--- config.mk ---
export PLATFORM = sky130hd
export DESIGN_NAME = pe_mac_lane_node_flat
export DESIGN_NICKNAME = d
export VERILOG_FILES = /design/src/rtl/pe_mac_lane_node_if.sv /design/src/rtl/pe_mac_lane_node.sv /design/src/flat_wrapper.sv
export SDC_FILE = /design/constraint.sdc
export NUM_CORES = 2
export LEC_CHECK = 0
export CAP_MARGIN = 5
export CORE_UTILIZATION = 48
export DETAILED_ROUTE_END_ITERATION = 10
export GPL_ROUTABILITY_DRIVEN = 1
export GPL_TIMING_DRIVEN = 0
export HOLD_SLACK_MARGIN = 0.1
export PLACE_DENSITY = 0.74
export SYNTH_ARGS = -nofsm -noshare
export SYNTH_HDL_FRONTEND = slang
export SYNTH_SLANG_ARGS = --single-unit
export TNS_END_PERCENT = 30
--- constraint.sdc ---
create_clock -name clk -period 11.15 [get_ports clk]
set_clock_uncertainty 0.15 [all_clocks]
set_input_delay 1.115 -clock clk [delete_from_list [all_inputs] [get_ports clk]]
set_output_delay 1.115 -clock clk [all_outputs]
set_load 0.005 [all_outputs]
--- src/rtl/pe_mac_lane_node_if.sv ---
// pe_mac_lane_node_if
//   Bundles the config bus, operand stream, child result streams, parent
//   link and status of one PE tree node.
//   master : the environment side (drives config, operands, child data,
//            parent ready)
//   slave  : the PE node side (drives in_ready, ch_ready, parent link, busy)
interface pe_mac_lane_node_if #(
  parameter int NOC_WID  = 16,
  parameter int LANES    = 2,
  parameter int N_CHILD  = 2,
  parameter int ADDR_WID = 11
);
  logic                           cfg_we;
  logic [ADDR_WID-1:0]            cfg_adr;
  logic [NOC_WID-1:0]             cfg_dat;
  logic [ADDR_WID-1:0]            slv_addr;
  logic                           in_valid;
  logic                           in_ready;
  logic [LANES*NOC_WID-1:0]       in_data;
  logic [N_CHILD-1:0]             ch_valid;
  logic [N_CHILD-1:0]             ch_ready;
  logic [N_CHILD*2*NOC_WID-1:0]   ch_data;
  logic                           out_valid;
  logic                           out_ready;
  logic [2*NOC_WID-1:0]           out_data;
  logic                           busy;

  modport master (
    output cfg_we, cfg_adr, cfg_dat, slv_addr,
    output in_valid, in_data,
    output ch_valid, ch_data,
    output out_ready,
    input  in_ready, ch_ready, out_valid, out_data, busy
  );

  modport slave (
    input  cfg_we, cfg_adr, cfg_dat, slv_addr,
    input  in_valid, in_data,
    input  ch_valid, ch_data,
    input  out_ready,
    output in_ready, ch_ready, out_valid, out_data, busy
  );
endinterface

--- src/rtl/pe_mac_lane_node.sv ---
// pe_mac_lane_node
//   Tree-node PE: LANES-wide signed dot-product MAC with a small config
//   register window, plus a round-robin merge of N_CHILD child result
//   streams and the local result onto the parent link.
//   clk  : clock
//   rstn : asynchronous active-low reset
//   bus  : pe_mac_lane_node_if.slave (config, operands, child streams,
//          parent link, busy)
//
//   state    | meaning
//   ---------+-----------------------------------------------------------
//   ST_IDLE  | disabled, no operands accepted
//   ST_ACC   | accepting operand beats, accumulating
//   ST_DRAIN | saturated result waiting for the parent-link arbiter
module pe_mac_lane_node #(
  parameter int NOC_WID  = 16,
  parameter int LANES    = 2,
  parameter int N_CHILD  = 2,
  parameter int ADDR_WID = 11,
  parameter int ACC_WID  = 40
) (
  input logic                clk,
  input logic                rstn,
  pe_mac_lane_node_if.slave  bus
);

  localparam int RES_WID = 2 * NOC_WID;
  localparam int N_SRC   = N_CHILD + 1;
  localparam int PTR_WID = $clog2(N_SRC);
  localparam int OFF_WID = ADDR_WID + 1;

  localparam logic [1:0] ST_IDLE  = 2'd0;
  localparam logic [1:0] ST_ACC   = 2'd1;
  localparam logic [1:0] ST_DRAIN = 2'd2;

  // ---------------- config window ----------------
  logic [OFF_WID-1:0]        adr_x, base_x, lim_x, off;
  logic                      cfg_hit;
  logic                      en_q, clr_q;
  logic [NOC_WID-1:0]        len_q;
  logic signed [NOC_WID-1:0] wgt_q [LANES];

  // One extra bit so a window near the top of the address space never
  // wraps around onto low addresses.
  assign adr_x   = {1'b0, bus.cfg_adr};
  assign base_x  = {1'b0, bus.slv_addr};
  assign lim_x   = base_x + OFF_WID'(2 + LANES);
  assign off     = adr_x - base_x;
  assign cfg_hit = bus.cfg_we && (adr_x >= base_x) && (adr_x < lim_x);

  always_ff @(posedge clk or negedge rstn) begin
    if (!rstn) begin
      en_q  <= 1'b0;
      clr_q <= 1'b0;
      len_q <= '0;
      for (int k = 0; k < LANES; k++) wgt_q[k] <= '0;
    end else begin
      clr_q <= 1'b0;
      if (cfg_hit) begin
        if (off == OFF_WID'(0)) begin
          en_q  <= bus.cfg_dat[0];
          clr_q <= bus.cfg_dat[1];
        end else if (off == OFF_WID'(1)) begin
          len_q <= bus.cfg_dat;
        end else begin
          for (int k = 0; k < LANES; k++)
            if (off == OFF_WID'(2 + k)) wgt_q[k] <= bus.cfg_dat;
        end
      end
    end
  end

  // ---------------- MAC datapath ----------------
  logic [1:0]                state_q;
  logic signed [ACC_WID-1:0] acc_q, beat_sum, acc_sum;
  logic signed [RES_WID-1:0] prod;
  logic [NOC_WID-1:0]        cnt_q, len_eff;
  logic [RES_WID-1:0]        res_q, res_sat;
  logic [ACC_WID-RES_WID:0]  acc_top;
  logic                      in_ready, beat_acc, last_beat, res_valid;
  logic                      local_gnt;

  always_comb begin
    beat_sum = '0;
    prod     = '0;
    for (int k = 0; k < LANES; k++) begin
      prod     = wgt_q[k] * $signed(bus.in_data[k*NOC_WID +: NOC_WID]);
      beat_sum = beat_sum + ACC_WID'(prod);
    end
  end

  assign acc_sum = acc_q + beat_sum;

  // Saturate when the bits above the result sign are not a pure sign extension.
  assign acc_top = acc_sum[ACC_WID-1:RES_WID-1];
  always_comb begin
    if (&acc_top || ~|acc_top)
      res_sat = acc_sum[RES_WID-1:0];
    else if (acc_sum[ACC_WID-1])
      res_sat = {1'b1, {(RES_WID-1){1'b0}}};
    else
      res_sat = {1'b0, {(RES_WID-1){1'b1}}};
  end

  assign len_eff   = (len_q == '0) ? NOC_WID'(1) : len_q;
  assign last_beat = (cnt_q == len_eff - NOC_WID'(1));
  assign in_ready  = (state_q == ST_ACC);
  assign beat_acc  = bus.in_valid && in_ready;
  assign res_valid = (state_q == ST_DRAIN);

  always_ff @(posedge clk or negedge rstn) begin
    if (!rstn) begin
      state_q <= ST_IDLE;
      acc_q   <= '0;
      cnt_q   <= '0;
      res_q   <= '0;
    end else begin
      case (state_q)
        ST_IDLE: begin
          if (en_q) begin
            state_q <= ST_ACC;
            acc_q   <= '0;
            cnt_q   <= '0;
          end
        end
        ST_ACC: begin
          // CLR wins over everything, including a beat taken this cycle.
          if (clr_q) begin
            acc_q <= '0;
            cnt_q <= '0;
          end else if (!en_q) begin
            state_q <= ST_IDLE;
            acc_q   <= '0;
            cnt_q   <= '0;
          end else if (beat_acc) begin
            if (last_beat) begin
              res_q   <= res_sat;
              acc_q   <= '0;
              cnt_q   <= '0;
              state_q <= ST_DRAIN;
            end else begin
              acc_q <= acc_sum;
              cnt_q <= cnt_q + NOC_WID'(1);
            end
          end
        end
        ST_DRAIN: begin
          if (local_gnt) state_q <= en_q ? ST_ACC : ST_IDLE;
        end
        default: state_q <= ST_IDLE;
      endcase
    end
  end

  // ---------------- parent-link arbiter ----------------
  logic                 run_q;
  logic                 out_valid_q, load, gnt_found;
  logic [RES_WID-1:0]   out_data_q;
  logic [PTR_WID-1:0]   ptr_q, gnt_idx, scan_idx;
  logic [N_SRC-1:0]     req;
  logic [RES_WID-1:0]   src_data [N_SRC];
  logic [N_CHILD-1:0]   ch_ready;

  // Held low for the first cycle after reset so ch_ready stays quiet while
  // rstn is asserted, without gating combinational outputs on rstn itself.
  always_ff @(posedge clk or negedge rstn) begin
    if (!rstn) run_q <= 1'b0;
    else       run_q <= 1'b1;
  end

  assign load = run_q && (!out_valid_q || bus.out_ready);
  assign req  = {res_valid, bus.ch_valid};

  always_comb begin
    for (int i = 0; i < N_CHILD; i++) src_data[i] = bus.ch_data[i*RES_WID +: RES_WID];
    src_data[N_CHILD] = res_q;
  end

  always_comb begin
    gnt_found = 1'b0;
    gnt_idx   = '0;
    scan_idx  = '0;
    for (int i = 0; i < N_SRC; i++) begin
      scan_idx = PTR_WID'((int'(ptr_q) + i) % N_SRC);
      if (!gnt_found && req[scan_idx]) begin
        gnt_found = 1'b1;
        gnt_idx   = scan_idx;
      end
    end
  end

  always_comb begin
    for (int i = 0; i < N_CHILD; i++)
      ch_ready[i] = load && gnt_found && (gnt_idx == PTR_WID'(i));
  end

  assign local_gnt = load && gnt_found && (gnt_idx == PTR_WID'(N_CHILD));

  always_ff @(posedge clk or negedge rstn) begin
    if (!rstn) begin
      out_valid_q <= 1'b0;
      out_data_q  <= '0;
      ptr_q       <= '0;
    end else if (load) begin
      if (gnt_found) begin
        out_valid_q <= 1'b1;
        out_data_q  <= src_data[gnt_idx];
        ptr_q       <= (gnt_idx == PTR_WID'(N_SRC - 1)) ? '0 : gnt_idx + PTR_WID'(1);
      end else begin
        out_valid_q <= 1'b0;
      end
    end
  end

  assign bus.in_ready  = in_ready;
  assign bus.ch_ready  = ch_ready;
  assign bus.out_valid = out_valid_q;
  assign bus.out_data  = out_data_q;
  assign bus.busy      = (state_q != ST_IDLE);

endmodule

--- src/flat_wrapper.sv ---
// flat-port wrapper written by rule: the top's interface ports become plain ports
module pe_mac_lane_node_flat 
#(
  parameter int NOC_WID  = 16,
  parameter int LANES    = 2,
  parameter int N_CHILD  = 2,
  parameter int ADDR_WID = 11,
  parameter int ACC_WID  = 40
)
  (clk, rstn, bus_cfg_we, bus_cfg_adr, bus_cfg_dat, bus_slv_addr, bus_in_valid, bus_in_data, bus_ch_valid, bus_ch_data, bus_out_ready, bus_in_ready, bus_ch_ready, bus_out_valid, bus_out_data, bus_busy);
  pe_mac_lane_node_if #(.NOC_WID(NOC_WID), .LANES(LANES), .N_CHILD(N_CHILD), .ADDR_WID(ADDR_WID)) bus_i ();
  input logic clk;
  input logic rstn;
  input wire logic [$bits(bus_i.cfg_we)-1:0] bus_cfg_we;
  input wire logic [$bits(bus_i.cfg_adr)-1:0] bus_cfg_adr;
  input wire logic [$bits(bus_i.cfg_dat)-1:0] bus_cfg_dat;
  input wire logic [$bits(bus_i.slv_addr)-1:0] bus_slv_addr;
  input wire logic [$bits(bus_i.in_valid)-1:0] bus_in_valid;
  input wire logic [$bits(bus_i.in_data)-1:0] bus_in_data;
  input wire logic [$bits(bus_i.ch_valid)-1:0] bus_ch_valid;
  input wire logic [$bits(bus_i.ch_data)-1:0] bus_ch_data;
  input wire logic [$bits(bus_i.out_ready)-1:0] bus_out_ready;
  output wire logic [$bits(bus_i.in_ready)-1:0] bus_in_ready;
  output wire logic [$bits(bus_i.ch_ready)-1:0] bus_ch_ready;
  output wire logic [$bits(bus_i.out_valid)-1:0] bus_out_valid;
  output wire logic [$bits(bus_i.out_data)-1:0] bus_out_data;
  output wire logic [$bits(bus_i.busy)-1:0] bus_busy;
  assign bus_i.cfg_we = bus_cfg_we;
  assign bus_i.cfg_adr = bus_cfg_adr;
  assign bus_i.cfg_dat = bus_cfg_dat;
  assign bus_i.slv_addr = bus_slv_addr;
  assign bus_i.in_valid = bus_in_valid;
  assign bus_i.in_data = bus_in_data;
  assign bus_i.ch_valid = bus_ch_valid;
  assign bus_i.ch_data = bus_ch_data;
  assign bus_i.out_ready = bus_out_ready;
  assign bus_in_ready = bus_i.in_ready;
  assign bus_ch_ready = bus_i.ch_ready;
  assign bus_out_valid = bus_i.out_valid;
  assign bus_out_data = bus_i.out_data;
  assign bus_busy = bus_i.busy;
  pe_mac_lane_node #(.NOC_WID(NOC_WID), .LANES(LANES), .N_CHILD(N_CHILD), .ADDR_WID(ADDR_WID), .ACC_WID(ACC_WID)) u_core (.clk(clk), .rstn(rstn), .bus(bus_i));
endmodule
==> metrics.md <==
| Metric | Value |
|---|---|
| Die width | `approximately 260 um` |
| DRC viols | `0` |
| Register area share after synthesis | `14.0%` |
| Gr usage total | `26.8%` |
| Largest net degree at the start of global routing | `101` |
| CTS H-tree lvls | `4` |
| WP buf/inv | `8` |
| Worst stage delay on the critical path | `0.61 ns` |
| HPWL after DPL | `approximately 73000 um` |
| Leading cell types in the layout, fill and taps excluded | `inv_1 (707), fa_1 (577), nand2_1 (379)` |
| Min-Delay Path Class | `flip-flop to flip-flop` |
| Startpoint Class | `primary input` |
| DRT antenna net count | `0` |
| Fin crit period | `roughly 11 ns` |
| Synth unique cells | `87` |
| DRT iter0 DRCs | `1711` |
| WP data required | `between 10 and 15 ns` |
| Final Cycle Share | `97.8%` |
| Via Count | `24137` |
| Slew headroom | `22.2%` |
| Most used cell, CP | `fa_1` |
| Area of the core | `0.0646 mm2` |
| Fillers | `5694` |
| Floorplan row count | `93` |
| Worst setup EP type | `flip-flop` |
| Cells after Synth | `around 3400` |
| FF+latch area | `0.00441 mm2` |
| WL per Instance | `between 15 and 20 um` |
| Top FF cell, synth | `dfrtp_1` |
| Initial antenna violation count | `3` |
| Hold buffers post-CTS | `0` |
| Design area | `0.0358 mm2` |
| Die H | `258 um` |
| First-pass GRT wire length | `roughly 140000 um` |
| Placed Instance Area | `0.0343 mm2` |
| Synth-to-layout area growth | `13.9%` |
| Final Hold Fails | `0` |
| TritonCTS Sinks | `176` |
| Worst reg-to-reg setup slack | `0.28 ns` |
| # port buffers | `between 150 and 200` |
| Yosys top cell by area | `fa_1` |
| Top-area cell type share of the netlist area | `37.3%` |
| Final GP Congestion | `between 0.9 and 1` |
| Mapped cell area | `between 0.03 and 0.04 mm2` |
| Root buffer cell | `clkbuf_16` |
| Worst Setup Path Type | `primary input to flip-flop` |
| Post-synth EDFFs | `0` |
| Asr flop ratio synth | `100%` |
| Die footprint | `between 0.06 and 0.07 mm2` |
| Worst Max-Slew Pin Slew | `1.15 ns` |
| Initial core utilization | `48.6%` |
| Antenna Cells | `0` |
| Final net count | `4534` |
| Drt pass-1 iters | `5` |
| Data arrival time of the worst path | `11.13 ns` |
| Final setup fails | `0` |
| Largest delay contributor family on the critical path | `adder cells` |
| CTS Buffer Depth | `2` |
| YS warnings | `0` |
| Max IR drop VDD | `0.114 mV` |
| Io pins | `178` |
| Synth top area cells | `fa_1 (37%), dfrtp_1 (14%), ha_1 (8.5%), inv_1 (8.5%), and2_1 (5.1%)` |
| Final Max Tran Viols | `0` |
| CP Max Fanout | `10` |
| Syn Nets | `4310` |
| Highest-delay cell along the critical path | `fa_1` |
| Global route overflow | `0` |
| Commonest non-fill, non-tap cell in the layout | `inv_1` |
| Clock-pin transition on the worst setup and hold timing paths | `0.08 ns` |
| Tot Pwr | `2.92 mW` |
| Layout cells sized above 1 | `around 9.7%` |
| CTS tree | `done` |
| Clk Latency, worst-skew pair | `0.47 ns` |
| CTS buffer count | `17` |
| Area of the multi-input gates | `0.0243 mm2` |
| Vias per cell | `about 5.4` |
| Number of synthesized register bits | `~180` |
| Max-cap violations | `0` |
| Syn Area/Cell | `9.32 um2` |
| Maximum clock rate | `91.7 MHz` |
| Routed WL | `86300 um` |
| PD cells | `81.6 mW/mm2` |
| Number of global-route vias before repair | `~25000` |
| Leak Pwr | `18.1 nW` |
| Status | `finished, final reports clean` |
registers in the layout, summed over array words and instances, names as in the netlist:
name                  count
u_core.bus.out_valid      1
u_core.res_q             32
u_core.len_q             16
u_core.wgt_q             32
u_core.ptr_q              2
u_core.acc_q             40
u_core.bus.out_data      32
u_core.state_q            2
u_core.en_q               1
u_core.run_q              1
u_core.clr_q              1
u_core.cnt_q             16
synthesized netlist by cell type, drive strengths merged, types with 4 or more instances:
library cell and count:
inv 711, a2111oi 4, a22oi 21, a31oi 9, nor3b 4, or3 9
a221o 22, o31ai 25, nand4 16, nor4 12, and3 15, or4 6
dfrtp 176, and2b 4, a211oi 13, o21a 24, o211ai 4, o21bai 7
nor2b 10, a21o 26, or2 7, xnor2 76, and2 257, a21boi 19
a31o 4, ha 214, nand2b 26, xor2 33, fa 586, buf 17
nand3 39, nand2 380, a21oi 98, clkbuf 103, a22o 20, nor3 27
o2111ai 6, nor2 111, mux2 49, o21ai 128, mux2i 5
timing repair:
action / CTS / global route
setup endpoints to repair: 47 / 35
pin swaps: 14 / 36
resized for setup: 221 / 165
buffers inserted: 17 / 13
cloned: 2 / 1
where the power goes:
group	switching [mW]	leakage (nW)	internal (mW)
registers	0.0560	2.36	0.718
clock network	0.303	0.276	0.297
logic	0.868	15.4	0.677
cells by family (layout without fill, tap and decap cells):
group	after synthesis	after routing	synth area share, %
adder cells (fa/ha/maj)	802	802	45.9
AND/OR/NAND/NOR	930	930	14.7
AO/OA/AOI/OAI	461	461	10.1
other	1	1	0.0119
flip-flops	176	176	14.0
buffers and inverters	836	1073	10.3
XOR/XNOR	109	109	3.04
multiplexers	54	54	1.92
metal layers:
metal / GRT usage [%] / wire length [um] / vias up / share of wire [%]
met4: 10.4 / 3360 / 2 / 3.9
met5: 0 / 13 / - / 0.015
met3: 4.91 / 6180 / 178 / 7.2
li1: - / - / 10933 / -
met2: 43.6 / 41000 / 895 / 47
met1: 35.7 / 35800 / 12129 / 41
final cells by class:
class | count | area share (%)
inverters | 712 | 7.50
well taps | 855 | 2.99
flip-flops and latches | 176 | 12.3
multi-input cells | 2357 | 67.8
clock buffers | 18 | 1.20
repair buffers | 211 | 5.58
plain buffers | 118 | 2.19
clock inverters | 14 | 0.409
worst paths after layout:
path | end | startpoint | cells past startpoint
max | u_core.res_q[25] | bus_in_data[9] | 38
min | u_core.res_q[7] | u_core.res_q[7] | 2
max reg2reg | u_core.res_q[25] | u_core.wgt_q[25] | 38
min reg2reg | u_core.res_q[7] | u_core.res_q[7] | 2
max in group asynchronous | u_core.wgt_q[20] | rstn | 2
min in group asynchronous | u_core.ptr_q[0] | rstn | 1
stage by stage:
stage	hold WS [ns]	instances	TNS [ns]	setup slack, ns	util (%)
after global routing	0.357	4461	-2.05	-0.0858	55.4
after detailed placement	0.317	4402	-81.18	-2.13	53.1
after CTS	0.333	4451	0	0.000917	54.8
after floorplan	0.300	3369	0	0.180	-
final	0.331	4461	0	0.243	55.4
after global placement	0.313	4401	-75.52	-1.99	53.0
worst register-to-register path, delay by kind of cell, from the launching register on:
kind,cells,cell delay (ns)
AO/OA/AOI/OAI,6,1.38
XOR/XNOR,1,0.11
adder cells (fa/ha/maj),10,4.98
buffers and inverters,8,1.10
flip-flops,1,0.64
AND/OR/NAND/NOR,13,2.42
Power figures use the tool's default switching activity.
